<file path="config.mk">
export PLATFORM = sky130hd
export DESIGN_NAME = bf_relax_engine
export DESIGN_NICKNAME = d
export VERILOG_FILES = /design/src/rtl/bf_relax_engine.sv
export SDC_FILE = /design/constraint.sdc
export NUM_CORES = 1
export LEC_CHECK = 0
export ABC_AREA = 1
export ABC_CLOCK_PERIOD_IN_PS = 6900
export BUFFER_PORTS_ARGS = -buffer_cell sky130_fd_sc_hd__buf_4
export CAP_MARGIN = 40
export CORE_ASPECT_RATIO = 0.6
export CORE_MARGIN = 2
export CORE_UTILIZATION = 45
export CTS_BUF_LIST = sky130_fd_sc_hd__clkbuf_4 sky130_fd_sc_hd__clkbuf_8
export DETAILED_ROUTE_END_ITERATION = 10
export GPL_TIMING_DRIVEN = 0
export PLACE_DENSITY = 0.67
export SYNTH_ARGS = -nofsm -noshare
export SYNTH_HDL_FRONTEND = slang
export SYNTH_SLANG_ARGS = --single-unit
export TNS_END_PERCENT = 30
</file>
<file path="constraint.sdc">
create_clock -name clk -period 6.9 [get_ports clk]
set_clock_uncertainty 0.1 [all_clocks]
set_input_delay 1.38 -clock clk [delete_from_list [all_inputs] [get_ports clk]]
set_output_delay 1.38 -clock clk [all_outputs]
set_load 0.02 [all_outputs]
</file>
<file path="src/rtl/bf_relax_engine.sv">
// Bellman-Ford relaxation stage: initialises the vertex matrix, then runs
// NODES-1 in-place relaxation passes over every adjacency-matrix edge.
// Optional feature macro: BF_EARLY_EXIT_EN (stop after the first pass with no update).
module bf_relax_engine #(
  parameter int NODES    = 32,
  parameter int PRED_W   = 5,
  parameter int WEIGHT_W = 32
) (
  input  logic                         clk,
  input  logic                         reset_n,
  input  logic                         relax_start,
  input  logic [WEIGHT_W-1:0]          adjmat_q,
  input  logic [PRED_W+WEIGHT_W-1:0]   vertmat_q_a,
  input  logic [PRED_W+WEIGHT_W-1:0]   vertmat_q_b,
  output logic [PRED_W-1:0]            adjmat_row_addr,
  output logic [PRED_W-1:0]            adjmat_col_addr,
  output logic [PRED_W-1:0]            vertmat_addr_a,
  output logic [PRED_W-1:0]            vertmat_addr_b,
  output logic [PRED_W+WEIGHT_W-1:0]   vertmat_data_b,
  output logic                         vertmat_we_b,
  output logic                         relax_busy,
  output logic                         relax_done
);

  localparam logic [PRED_W-1:0] LAST_IDX  = PRED_W'(NODES - 1);
  localparam logic [PRED_W-1:0] LAST_PASS = PRED_W'(NODES - 2);

  typedef enum logic [2:0] {
    S_IDLE,
    S_INIT,
    S_FETCH,
    S_RELAX,
    S_DONE
  } state_t;

  state_t state, state_next;

  logic [PRED_W-1:0] i_idx, j_idx, pass_idx, init_idx;

  logic [WEIGHT_W-1:0]        src_w, dst_w, sat_w;
  logic signed [WEIGHT_W:0]   sum, dst_ext;
  logic                       update;
  logic                       last_j, last_i, last_edge, last_pass, pass_clean;

  // Predecessor fields of the read words play no part in relaxation.
  logic unused_pred;
  assign unused_pred = ^{vertmat_q_a[PRED_W+WEIGHT_W-1:WEIGHT_W],
                         vertmat_q_b[PRED_W+WEIGHT_W-1:WEIGHT_W]};

  assign adjmat_row_addr = i_idx;
  assign adjmat_col_addr = j_idx;
  assign vertmat_addr_a  = i_idx;
  assign vertmat_addr_b  = (state == S_INIT) ? init_idx : j_idx;

  assign last_j    = (j_idx == LAST_IDX);
  assign last_i    = (i_idx == LAST_IDX);
  assign last_edge = last_j && last_i;
  assign last_pass = (pass_idx == LAST_PASS);

  // Relaxation datapath: widened signed sum, update decision and saturation.
  always_comb begin
    src_w   = vertmat_q_a[WEIGHT_W-1:0];
    dst_w   = vertmat_q_b[WEIGHT_W-1:0];
    sum     = {src_w[WEIGHT_W-1], src_w} + {adjmat_q[WEIGHT_W-1], adjmat_q};
    dst_ext = {dst_w[WEIGHT_W-1], dst_w};
    update  = (state == S_RELAX) && (adjmat_q != '0) && (i_idx != j_idx) && (sum < dst_ext);
    if (sum[WEIGHT_W] != sum[WEIGHT_W-1])
      sat_w = sum[WEIGHT_W] ? {1'b1, {(WEIGHT_W-1){1'b0}}} : {1'b0, {(WEIGHT_W-1){1'b1}}};
    else
      sat_w = sum[WEIGHT_W-1:0];
  end

`ifdef BF_EARLY_EXIT_EN
  logic dirty;

  // Per-pass dirty flag: cleared at pass start, set by any update.
  always_ff @(posedge clk or negedge reset_n) begin
    if (!reset_n)
      dirty <= 1'b0;
    else if (state == S_INIT)
      dirty <= 1'b0;
    else if (state == S_RELAX) begin
      if (last_edge)
        dirty <= 1'b0;
      else if (update)
        dirty <= 1'b1;
    end
  end

  assign pass_clean = !(dirty || update);
`else
  assign pass_clean = 1'b0;
`endif

  // State register.
  always_ff @(posedge clk or negedge reset_n) begin
    if (!reset_n)
      state <= S_IDLE;
    else
      state <= state_next;
  end

  // Next-state logic and memory write/status outputs.
  always_comb begin
    state_next     = state;
    vertmat_we_b   = 1'b0;
    vertmat_data_b = '0;
    relax_busy     = 1'b0;
    case (state)
      S_IDLE, S_DONE: begin
        if (relax_start)
          state_next = S_INIT;
      end
      S_INIT: begin
        relax_busy     = 1'b1;
        vertmat_we_b   = 1'b1;
        vertmat_data_b = {init_idx, {WEIGHT_W{1'b0}}};
        if (init_idx == LAST_IDX)
          state_next = (NODES == 1) ? S_DONE : S_FETCH;
      end
      S_FETCH: begin
        relax_busy = 1'b1;
        state_next = S_RELAX;
      end
      S_RELAX: begin
        relax_busy = 1'b1;
        if (update) begin
          vertmat_we_b   = 1'b1;
          vertmat_data_b = {i_idx, sat_w};
        end
        if (last_edge && (last_pass || pass_clean))
          state_next = S_DONE;
        else
          state_next = S_FETCH;
      end
      default: state_next = S_IDLE;
    endcase
  end

  // Index counters: init index in INIT, then j fastest, i, pass.
  always_ff @(posedge clk or negedge reset_n) begin
    if (!reset_n) begin
      init_idx <= '0;
      i_idx    <= '0;
      j_idx    <= '0;
      pass_idx <= '0;
    end else begin
      case (state)
        S_IDLE, S_DONE: begin
          if (relax_start) begin
            init_idx <= '0;
            i_idx    <= '0;
            j_idx    <= '0;
            pass_idx <= '0;
          end
        end
        S_INIT: begin
          if (init_idx == LAST_IDX) begin
            init_idx <= '0;
            i_idx    <= '0;
            j_idx    <= '0;
            pass_idx <= '0;
          end else begin
            init_idx <= init_idx + PRED_W'(1);
          end
        end
        S_RELAX: begin
          if (!last_j)
            j_idx <= j_idx + PRED_W'(1);
          else begin
            j_idx <= '0;
            if (!last_i)
              i_idx <= i_idx + PRED_W'(1);
            else begin
              i_idx    <= '0;
              pass_idx <= pass_idx + PRED_W'(1);
            end
          end
        end
        default: ;
      endcase
    end
  end

  // Done level: rises the cycle after DONE is entered, drops as soon as a
  // restart is sampled in DONE.
  always_ff @(posedge clk or negedge reset_n) begin
    if (!reset_n)
      relax_done <= 1'b0;
    else
      relax_done <= (state == S_DONE) && !relax_start;
  end

endmodule

</file>
== Word level (Yosys, flattened, before mapping) ==
Cells that the tools add are included.

* Word-level logic and storage cells: 68
* Input port bits: 109
* Output and inout port bits: 60
* Flip-flop bits (word level): 24

* Reductions and logical operators: 18
* Equality and inequality tests: 14
* Multiplexer cells: 24
* Order comparisons: 1
* Add/sub/neg operators: 5

{| class="wikitable"
|+ Operators by type and width
! cell !! number
|-
| $pmux W37 S2 || 1
|-
| $mux W32 || 2
|-
| $mux W5 || 9
|-
| $pmux W5 S3 || 3
|-
| $mux W37 || 1
|-
| $add A32 B32 Y33 || 1
|-
| $lt A33 B32 Y1 || 1
|-
| $reduce_bool A32 Y1 || 1
|-
| $add A5 B1 Y5 const B || 4
|-
| $eq A5 B5 Y1 const B || 4
|-
| $pmux W3 S4 || 1
|-
| $pmux W5 S2 || 1
|-
| $mux W3 || 3
|-
| $eq A3 B2 Y1 const B || 2
|-
| $logic_and A1 B1 Y1 || 6
|-
| $ne A2 B2 Y1 const B || 3
|-
| $ne A5 B5 Y1 || 1
|-
| $reduce_and A5 Y1 || 1
|-
| $reduce_and A2 Y1 || 2
|-
| $reduce_and A4 Y1 || 1
|-
| $eq A3 B1 Y1 const B || 1
|-
| $eq A3 B3 Y1 const B || 1
|-
| $logic_not A3 Y1 || 1
|-
| $reduce_and A3 Y1 || 1
|-
| other kinds (9) || 10
|}

== Longest topological paths before layout ==
Gate-level depths: netlist of run 1.

* Word-level depth: 6
* Gate-level depth with buffers: 32
* Depth with buffers taken out: 31

== Least setup slack after synthesis of run 1 ==
No wires, ideal clock.

* Kind: input-to-output
* From: in adjmat_q[0]
* To: out vertmat_data_b[36]
* Stages on the path: 26
* Arrival time: 4.346 ns
* Path slack: 1.074 ns
* Required time: 5.420 ns
* Cell sequence: ha_1 inv_1 fa_1 inv_1 nand3_1 nand2_1 nand2_1 nand2_1 nand3_1 nand2_1 nand2_1 nand2_1 nand2_1 nand2_1 inv_1 ha_1 nand2_1 nor2_1 nand2_1 nor2_1 nand2_1 nor2_1 nor2_1 nand3_1 nand3_4 o21ai_0

* Word-level cells in the longest chain between the ends: 6
* Elaborated cells between the ends (all ways): 8

{| class="wikitable"
|+ Ends and longest elaborated chain
! what !! RTL line !! text
|-
| start, declared || 12 || <nowiki>input logic [WEIGHT_W-1:0] adjmat_q,</nowiki>
|-
| branches (longest 3 deep; another with $add A32 B32 Y33) || -- ||
|-
| $logic_and A1 B1 Y1 (*) || 66 || <nowiki>update = (state == S_RELAX) && (adjmat_q != '0) && (i_idx != j_idx) && (sum < dst_ext);</nowiki>
|-
| $mux W37 (*) || 127 || <nowiki>if (update) begin</nowiki>
|-
| $pmux W37 S2 (*) || 109 || <nowiki>case (state)</nowiki>
|-
| end, declared || 19 || <nowiki>output logic [PRED_W+WEIGHT_W-1:0] vertmat_data_b,</nowiki>
|}

Every way passes the cells marked *.

== Worst setup path after layout of run 1 ==
* From: in adjmat_q[0]
* To: out vertmat_data_b[29]

* Word-level cells in the longest chain between the ends: 6
* Elaborated cells between the ends (all ways): 11

{| class="wikitable"
|+ Ends and longest elaborated chain
! what !! RTL line
|-
| branches (longest 4 deep; another with $add A32 B32 Y33) || --
|-
| $mux W37 (*) || 127
|-
| $pmux W37 S2 (*) || 109
|}

Marks and branches as above.

==> reports/results.tsv, run 1 <==
metric	value	unit
status	completed	
critical path endpoint category	output pin	
crit start category	input pin	
Slew HR	0.7162	
worst min-delay path class	reg2reg	
async set-reset flop share out of synthesis	1.000	
critical path peak fanout	10	
met3 Usage GRT	0.02879	
vias in the first global route	5186	
Arr. time, crit path	5050	ps
number of synthesized flops with an enable pin	0	
#FFs+latches synth	24	
DIE WIDTH	146.8	um
H-tree levels	1	
Tot GR Track Use	0.2579	
Logic pwr share	0.775	
row cnt	31	
min-delay src	pass_idx[1]	
synthesized area	5508	um^2
nets@finish	1309	
# diodes	0	
Syn Area/Cell	5.719	um^2
classification of the worst setup path	in2out	
worst path required time	5420	ps
clk buf depth	2	
synth warn	0	
syn nets	1145	
Area Growth Syn to Fin	26.56	%
Synth Flop Type	dfrtp_1	
fin crit share	0.9459	
placed cell count	1286	
core area	11990	um^2
Sinks on Clock Net	24	
Congestion Overflow GR	0	
P_sw	0.8119	mW
pwr dens	210.8	nW/um^2
Synth area leaders	nand2_1 20%, ha_1 16%, inv_1 15%	
leading cell types by count after synthesis	292 x nand2_1, 218 x inv_1, 78 x nor2_1	
post-DP HPWL	15290	um
Die Y	89.70	um
P_leak	4.377	nW
gr busiest metal	met1	
via count	6172	
largest area contributor in the netlist	nand2_1	
Syn Inst Count	963	
# IOs	169	
synth unique cells	39	
Root Driver	clkbuf_8	
Worst R2R Start	init_idx[0]	
WL final	17440	um
most frequent cell after synthesis	nand2_1	
WL/cell	13.51	um
layout cells sized above 1	0.2149	
hold buffers post-CTS	0	
largest net degree at the start of global routing	25	
clock slew at the register clock pins of the worst setup and hold paths	90	ps
TNS Setup	0	ps
CP Launch Point	adjmat_q[0]	
TritonRoute pass-1 iters	5	
cts bufs inserted	3	
filler instances	1242	
DR vias/cell	4.781	
VDD IR max	0.09462	mV
first-pass GRT wire length	27080	um
PortBufs	158	
1st-iter DRT viols	448	
clock share of power	0.069	
met1 Track Usage GR	0.4554	
final hold vios	0	
max_cap viols	0	
Net Sw Frac	0.5527	
Layout Cells excl Fill	1291	
clk_lat worst skew	280	ps
RSZ-0062 raised after global routing	false	
final setup fails	0	
initial antenna violation count	0	
GRT met2 Usage	0.3239	
starting density of the core	0.4595	
Worst-Margin Slew	424.3	ps
die area	13170	um^2
Synth top area share	0.1990	
CTS tree	built	
sequential power share	0.156	
Max Slew Vio Count	0	
gpl congestion	0.8852	
Seq/Total Area, Yosys	0.1090	
min cycle time layout	6527	ps
FMAX	153.2	MHz
number of remaining DRC errors	0	
P_int	0.6571	mW
Routed Antenna Nets	0	
cell usage in the layout (no fill, tap or decap), types with 4 or more instances in the layout:
cell type	count
a21oi_1	46
a21oi_2	5
buf_4	164
buf_6	6
clkbuf_8	4
dfrtp_1	24
ha_1	71
inv_1	218
inv_2	9
nand2_1	290
nand2_2	28
nand3_1	58
nand3_2	9
nand3b_1	9
nand4_1	6
nor2_1	78
nor2_4	4
nor3_1	10
o21ai_0	22
o21bai_1	7
o22ai_1	7
xnor2_1	6
xor2_1	18
cells by family after synthesis:
| logic type | share of synthesized area |
|---|---|
| DFF | 0.1090 |
| buffers and inverters | 0.1772 |
| adders and majority gates | 0.1672 |
| AOI/OAI and AO/OA | 0.09836 |
| xor gates and xnor gates | 0.03816 |
| and+or+nand+nor | 0.4100 |
critical path, cell delays in order:
cell     delay (ps)
buf_4            90
ha_2            200
inv_1            60
fa_1            400
inv_1           110
nand3_1          70
nand2_1         130
nand2_1          70
nand2_1         120
nand3_1          80
nand2_1         130
xor2_1          310
inv_1            90
ha_1            300
nand4_1         130
nor2_1          180
nand3_1         130
nor2_1          110
nor2_1           70
nand3_1         110
nand3_4         140
nor2_8          170
buf_6           160
nand2_1          90
inv_1            80
buf_4           140
sequential cells by signal, summed over array words and instances (netlist names):
signal / cells
relax_done: 1
adjmat_col_addr: 5
state: 3
init_idx: 5
pass_idx: 5
adjmat_row_addr: 5
final cells by class:
cell class	instances	area (um^2)	share of cell area
well taps	165	206.4	0.02962
inverters	227	852.1	0.1222
plain buffers	15	123.9	0.01777
repair buffers	159	1194	0.1712
clock buffers	4	55.05	0.007898
flip-flops and latches	24	600.6	0.08616
multi-input cells	697	3939	0.5651
what timing repair did:
| action | CTS | global route |
|---|---|---|
| gates resized for setup | 0 | 3 |
| endpoints found under the setup margin | 0 | 30 |
| buffers inserted | 0 | 1 |
power by group through the flow:
stage          logic, mW  clock network (mW)  registers [mW]
3_5_place_dp        1.12                   0           0.230
2_1_floorplan      0.735                   0           0.235
4_1_cts             1.12               0.103           0.228
3_3_place_gp        1.11                   0           0.229
5_1_grt             1.26               0.108           0.235
6_report            1.14               0.102           0.229
per-stage QoR:
stage	util	total power [mW]	hold slack, ps	area (um^2)	setup slack [ps]
6_report	0.5816	1.469	465.1	6970	373.1
5_1_grt	0.5816	1.600	500.6	6970	13.06
4_1_cts	0.5803	1.453	473.4	6955	338.2
3_5_place_dp	0.5757	1.346	453.3	6900	356.5
3_3_place_gp	0.5757	1.338	447.2	6900	378.1
2_1_floorplan	-	0.9693	408.8	5508	1074
layer usage:
metal | share of wire | up-vias
met5 | 0 | -
met4 | 0.0033 | 0
met3 | 0.084 | 5
met2 | 0.33 | 232
met1 | 0.58 | 2650
li1 | - | 3285
final timing paths:
kind                                            to  slack, ps  cells past startpoint
worst min register to register         pass_idx[1]        470                      2
worst max register to register  adjmat_row_addr[3]       4670                     11
worst min-delay path                   pass_idx[1]        470                      2
worst max-delay path            vertmat_data_b[29]        370                     26
min in group asynchronous              init_idx[0]        900                      1
max in group asynchronous       adjmat_row_addr[1]       5540                      1
Note: power is estimated with default switching activity, not from simulation.
==> inputs of run 2 (changes only) <==
- PLACE_DENSITY: 0.67 -> 0.71
==> run 2 against run 1 <==
Sequential power hardly changed. Non-clock buffer count is 1 lower. Die area stayed put. Count of clock-buffer cells in the layout is 1 lower. Setup slack worse by 88 ps. Critical path type unchanged. Core utilization is 0.14 points lower. Critical path depth is 5 higher. Total power is 1.5% lower. Via count is 1.0% higher.
==> reports/results.tsv, run 2 (synthesis gave the netlist of run 1 again) <==
metric	value	unit	change
# resized after CTS	0		unchanged
final hold vios	0		unchanged
core area	11990	um^2	unchanged
clk buf depth	2		unchanged
Pwr Total	1.448	mW	-1.5%
via count	6234		+1.0%
Die Y	89.70	um	unchanged
min-delay src	pass_idx[1]		
status	completed		
PortBufs	158		unchanged
Congestion Overflow GR	0		unchanged
Post-CTS Setup Bufs	0		unchanged
most frequent cells in the layout	290 x nand2_1, 218 x inv_1, 163 x buf_4, 78 x nor2_1, 72 x ha_1		
Critical-path top delay cell	fa_1		
VDD IR max	0.1014	mV	+7.2%
nets@finish	1308		-0.076%
WL final	17170	um	-1.6%
Hold Path Stages	2		unchanged
# IOs	169		unchanged
1st-iter DRT viols	469		+4.7%
Root Driver	clkbuf_8		
most common cell after layout, fill and taps aside	nand2_1		
Post-DP Area	6900	um^2	unchanged
GRT met2 Usage	0.3385		+0.01451
placed cell count	1286		unchanged
layout cells sized above 1	0.2135		-0.001397
worst min-delay path class	reg2reg		
clk_lat worst skew	280	ps	about the same
critical path buffer and inverter count	7		unchanged
die area	13170	um^2	unchanged
largest net degree at the start of global routing	25		unchanged
reg-to-reg setup timing slack	4670	ps	about the same
Max Slew Vio Count	0		unchanged
RSZ-0062 raised after global routing	false		
cts bufs inserted	3		unchanged
min cycle time layout	6615	ps	+88.15 ps
first-pass GRT wire length	27060	um	about the same
TNS Setup	0	ps	unchanged
Area Growth Syn to Fin	26.26	%	
critical path peak fanout	10		unchanged
Max stage delay on crit path	420	ps	+20 ps
Worst-Margin Slew	412.0	ps	-12.33 ps
gpl congestion	0.9228		+4.2%
post-DP HPWL	15160	um	-0.85%
crit start category	input pin		
initial antenna violation count	0		unchanged
gr busiest metal	met1		
row cnt	31		unchanged
number of remaining DRC errors	0		unchanged
DIE WIDTH	146.8	um	unchanged
TritonRoute pass-1 iters	6		+1
max_cap viols	0		unchanged
critical path endpoint category	output pin		
FF-to-FF path depth	12		+1
Levels on crit path	31		+19%
met1 Track Usage GR	0.4395		-0.01595
WL/cell	13.32	um	-1.4%
classification of the worst setup path	in2out		
Layout Cells excl Fill	1289		-0.15%
endpoint with the worst hold slack	pass_idx[1]		
worst path required time	5420	ps	about the same
FMAX	151.2	MHz	-1.3%
final setup fails	0		unchanged
P_leak	4.369	nW	-0.20%
vias in the first global route	5284		+1.9%
RR Endpoint	pass_idx[0]		
Slew HR	0.7234		+0.007204
Tot GR Track Use	0.2561		-0.001820
starting density of the core	0.4595		unchanged
# diodes	0		unchanged
hold buffers post-CTS	0		unchanged
fin crit share	0.9587		+0.01278
Worst R2R Start	init_idx[1]		
pwr dens	208.2	nW/um^2	-1.2%
met3 Usage GRT	0.03384		+0.005051
design area	6954	um^2	-0.23%
most frequent CP cell	nand2_1		
CP delay by family, top	simple AND/OR/NAND/NOR gates		
Routed Antenna Nets	0		unchanged
clock slew at the register clock pins of the worst setup and hold paths	80	ps	about the same
Arr. time, crit path	5140	ps	+90 ps
CTS tree	built		
DR vias/cell	4.836		+1.2%
H-tree levels	1		unchanged
Sinks on Clock Net	24		unchanged
-- run 2: changes by cell type in the layout (fill, tap and decap cells not counted), sizes merged --
| cell | previous run | this run |
|---|---|---|
| clkbuf | 5 | 4 |
| buf | 173 | 172 |
-- run 2: worst register-to-register path, stage by stage (launching register included) --
cell and delay, ps:
dfrtp_1 380, ha_1 200, nand2_1 70, nor2_1 100, ha_1 160, nor2_2 60, nor2_2 200, nand2_2 180
nor2_4 270, nand2_4 130, inv_2 100, nand2_1 80, a21oi_1 150
-- run 2: how the worst max path moves through the flow --
stage	startpoint	end	slack (ps)
floorplan	adjmat_q[0]	vertmat_data_b[36]	1070
global placement	adjmat_q[0]	vertmat_data_b[26]	380
detailed placement	adjmat_q[0]	vertmat_data_b[26]	370
CTS	adjmat_q[0]	vertmat_data_b[26]	340
global route	adjmat_q[0]	vertmat_data_b[26]	4
finish	adjmat_q[0]	vertmat_data_b[26]	280
-- run 2: power breakdown --
part | switching (mW) | internal (mW) | total [mW] | leakage (nW)
sequential | 0.0490 | 0.179 | 0.228 | 0.320
combinational | 0.708 | 0.426 | 1.13 | 4.03
clock | 0.0463 | 0.0393 | 0.0856 | 0.0216
total | 0.803 | 0.644 | 1.45 | 4.37
-- run 2: per-stage QoR --
step / utilization / setup slack, ps / hold slack (ps)
after floorplan: - / 1074 / 408.8
after global placement: 0.5757 / 379.7 / 434.8
after detailed placement: 0.5757 / 370.4 / 447.2
after CTS: 0.5792 / 340.6 / 466.3
after global routing: 0.5802 / 3.534 / 495.8
final: 0.5802 / 285.0 / 460.6
-- run 2: final cells by class --
class | instances | area (um^2)
Timing Repair Buffer | 158 | 1186
Clock buffer | 3 | 41.29
Sequential cell | 24 | 600.6
Tap cell | 165 | 206.4
Buffer | 15 | 123.9
Multi-Input combinational cell | 697 | 3944
Fill cell | 1248 | 5031
Inverter | 227 | 852.1
-- run 2: routing by layer --
metal,vias up,share of wire
li1,3268,-
met1,2725,0.56
met2,239,0.35
met3,2,0.085
met4,0,0.0013
met5,-,0
==> inputs of run 3 (changes only) <==
- ABC_CLOCK_PERIOD_IN_PS: 6900 -> not set
- PLACE_DENSITY: 0.71 -> 0.81
==> run 3 against run 2 <==
Cell count unchanged. Largest power group unchanged. Global-route usage rose by 0.45 points. Count of clock-buffer cells in the layout did not move. Sequential cell count did not move. Via count up 2.7%. Critical path depth unchanged. Core utilization decreased by 0.084 points. Combinational power barely moved. Sequential power about the same.
==> reports/results.tsv, run 3 (synthesis gave the netlist of run 1 again) <==
metric	value	unit	change
clk buf depth	2		unchanged
# resized after CTS	0		unchanged
clk_lat worst skew	270	ps	about the same
VDD IR max	0.1160	mV	+14%
cts bufs inserted	3		unchanged
final setup fails	0		unchanged
PortBufs	158		unchanged
TNS Setup	0	ps	unchanged
Max stage delay on crit path	400	ps	-20 ps
largest net degree at the start of global routing	25		unchanged
Congestion Overflow GR	0		unchanged
worst min-delay path class	reg2reg		
most frequent CP cell	nand2_1		
DR vias/cell	4.965		+2.7%
met1 Track Usage GR	0.4342		-0.005302
Sinks on Clock Net	24		unchanged
core area	11990	um^2	unchanged
Worst-Margin Slew	420.7	ps	+8.697 ps
number of remaining DRC errors	0		unchanged
row cnt	31		unchanged
# IOs	169		unchanged
clock slew at the register clock pins of the worst setup and hold paths	90	ps	about the same
final hold vios	0		unchanged
# diodes	0		unchanged
first-pass GRT wire length	27490	um	+1.6%
crit start category	input pin		
hold buffers post-CTS	0		unchanged
gr busiest metal	met1		
post-DP HPWL	15460	um	+2.0%
Util after Layout	0.5794		-0.0008360
fin crit share	0.9597		+0.0009865
Area Growth Syn to Fin	26.08	%	
critical path peak fanout	10		unchanged
gpl congestion	0.9590		+3.9%
H-tree levels	1		unchanged
worst path required time	5420	ps	about the same
Routed Antenna Nets	0		unchanged
GRT met2 Usage	0.3470		+0.008536
Slew HR	0.7186		-0.004776
filler instances	1211		-3.0%
most common cell after layout, fill and taps aside	nand2_1		
Tot GR Track Use	0.2606		+0.004515
Arr. time, crit path	5140	ps	about the same
DIE WIDTH	146.8	um	unchanged
Die Y	89.70	um	unchanged
Max Slew Vio Count	0		unchanged
Root Driver	clkbuf_8		
starting density of the core	0.4595		unchanged
layout cells sized above 1	0.2117		-0.001779
1st-iter DRT viols	535		+14%
classification of the worst setup path	in2out		
initial antenna violation count	0		unchanged
TritonRoute pass-1 iters	5		-1
status	completed		
WL final	17510	um	+2.0%
min cycle time layout	6622	ps	+6.807 ps
met3 Usage GRT	0.04242		+0.008586
pwr dens	207.5	nW/um^2	-0.35%
Critical-path top delay cell	fa_1		
FMAX	151.0	MHz	-0.10%
max_cap viols	0		unchanged
most frequent cells in the layout	291 x nand2_1, 218 x inv_1, 163 x buf_4, 78 x nor2_1, 72 x ha_1		
critical path endpoint category	output pin		
WL/cell	13.58	um	+2.0%
vias in the first global route	5518		+4.4%
die area	13170	um^2	unchanged
Post-CTS Setup Bufs	0		unchanged
P_leak	4.368	nW	about the same
via count	6400		+2.7%
nets@finish	1308		unchanged
Hold Worst Slack	464.6	ps	+3.956 ps
RSZ-0062 raised after global routing	false		
CTS tree	built		
[run 3: cell counts in the layout (fill, tap and decap cells not counted)]
Identical to the previous run, type by type.
[run 3: where the power goes]
part	switching (mW)	total, mW	leakage (nW)	internal (mW)
combinational	0.702	1.13	4.03	0.425
clock	0.0459	0.0850	0.0216	0.0392
sequential	0.0484	0.228	0.320	0.180
[run 3: layout make-up]
type / count / area (um^2) / area share
buffer: 15 / 123.9 / 0.01784
timing repair buffer: 158 / 1186 / 0.1708
clock buffer: 3 / 41.29 / 0.005946
tap: 165 / 206.4 / 0.02973
multi-input combinational: 697 / 3934 / 0.5665
inverter: 227 / 852.1 / 0.1227
sequential: 24 / 600.6 / 0.08649
[run 3: metal layers]
layer  vias to the layer above  wire length [um]
met4                         0               140
met5                         -                 0
met1                      2808              9228
met2                       308              6212
li1                       3270                 -
met3                        14              1930
[run 3: worst max-delay path, delay by kind of cell]
| kind | cells | cell delay [ps] |
|---|---|---|
| buf+inv | 7 | 680 |
| simple gates | 21 | 2210 |
| fa+ha+maj | 3 | 880 |
[run 3: worst paths after layout]
path | slack, ps | to | from | cells past startpoint
worst min register to register | 460 | pass_idx[3] | pass_idx[3] | 2
worst min-delay path | 460 | pass_idx[3] | pass_idx[3] | 2
worst max-delay path | 280 | vertmat_data_b[25] | adjmat_q[0] | 31
worst max register to register | 4670 | pass_idx[0] | init_idx[0] | 12
max in group asynchronous | 5570 | adjmat_col_addr[0] | reset_n | 1
min in group asynchronous | 890 | init_idx[1] | reset_n | 1
[run 3: per-stage QoR]
step                      cells  worst slack, ps  total power, mW  cell area [um^2]
final                      1289            278.2            1.441              6944
after CTS                  1289            368.9            1.431              6942
after detailed placement   1286            372.3            1.345              6900
after global placement     1286            422.7            1.316              6900
after floorplan             963             1074           0.9693              5508
after global routing       1289            4.296            1.585              6944
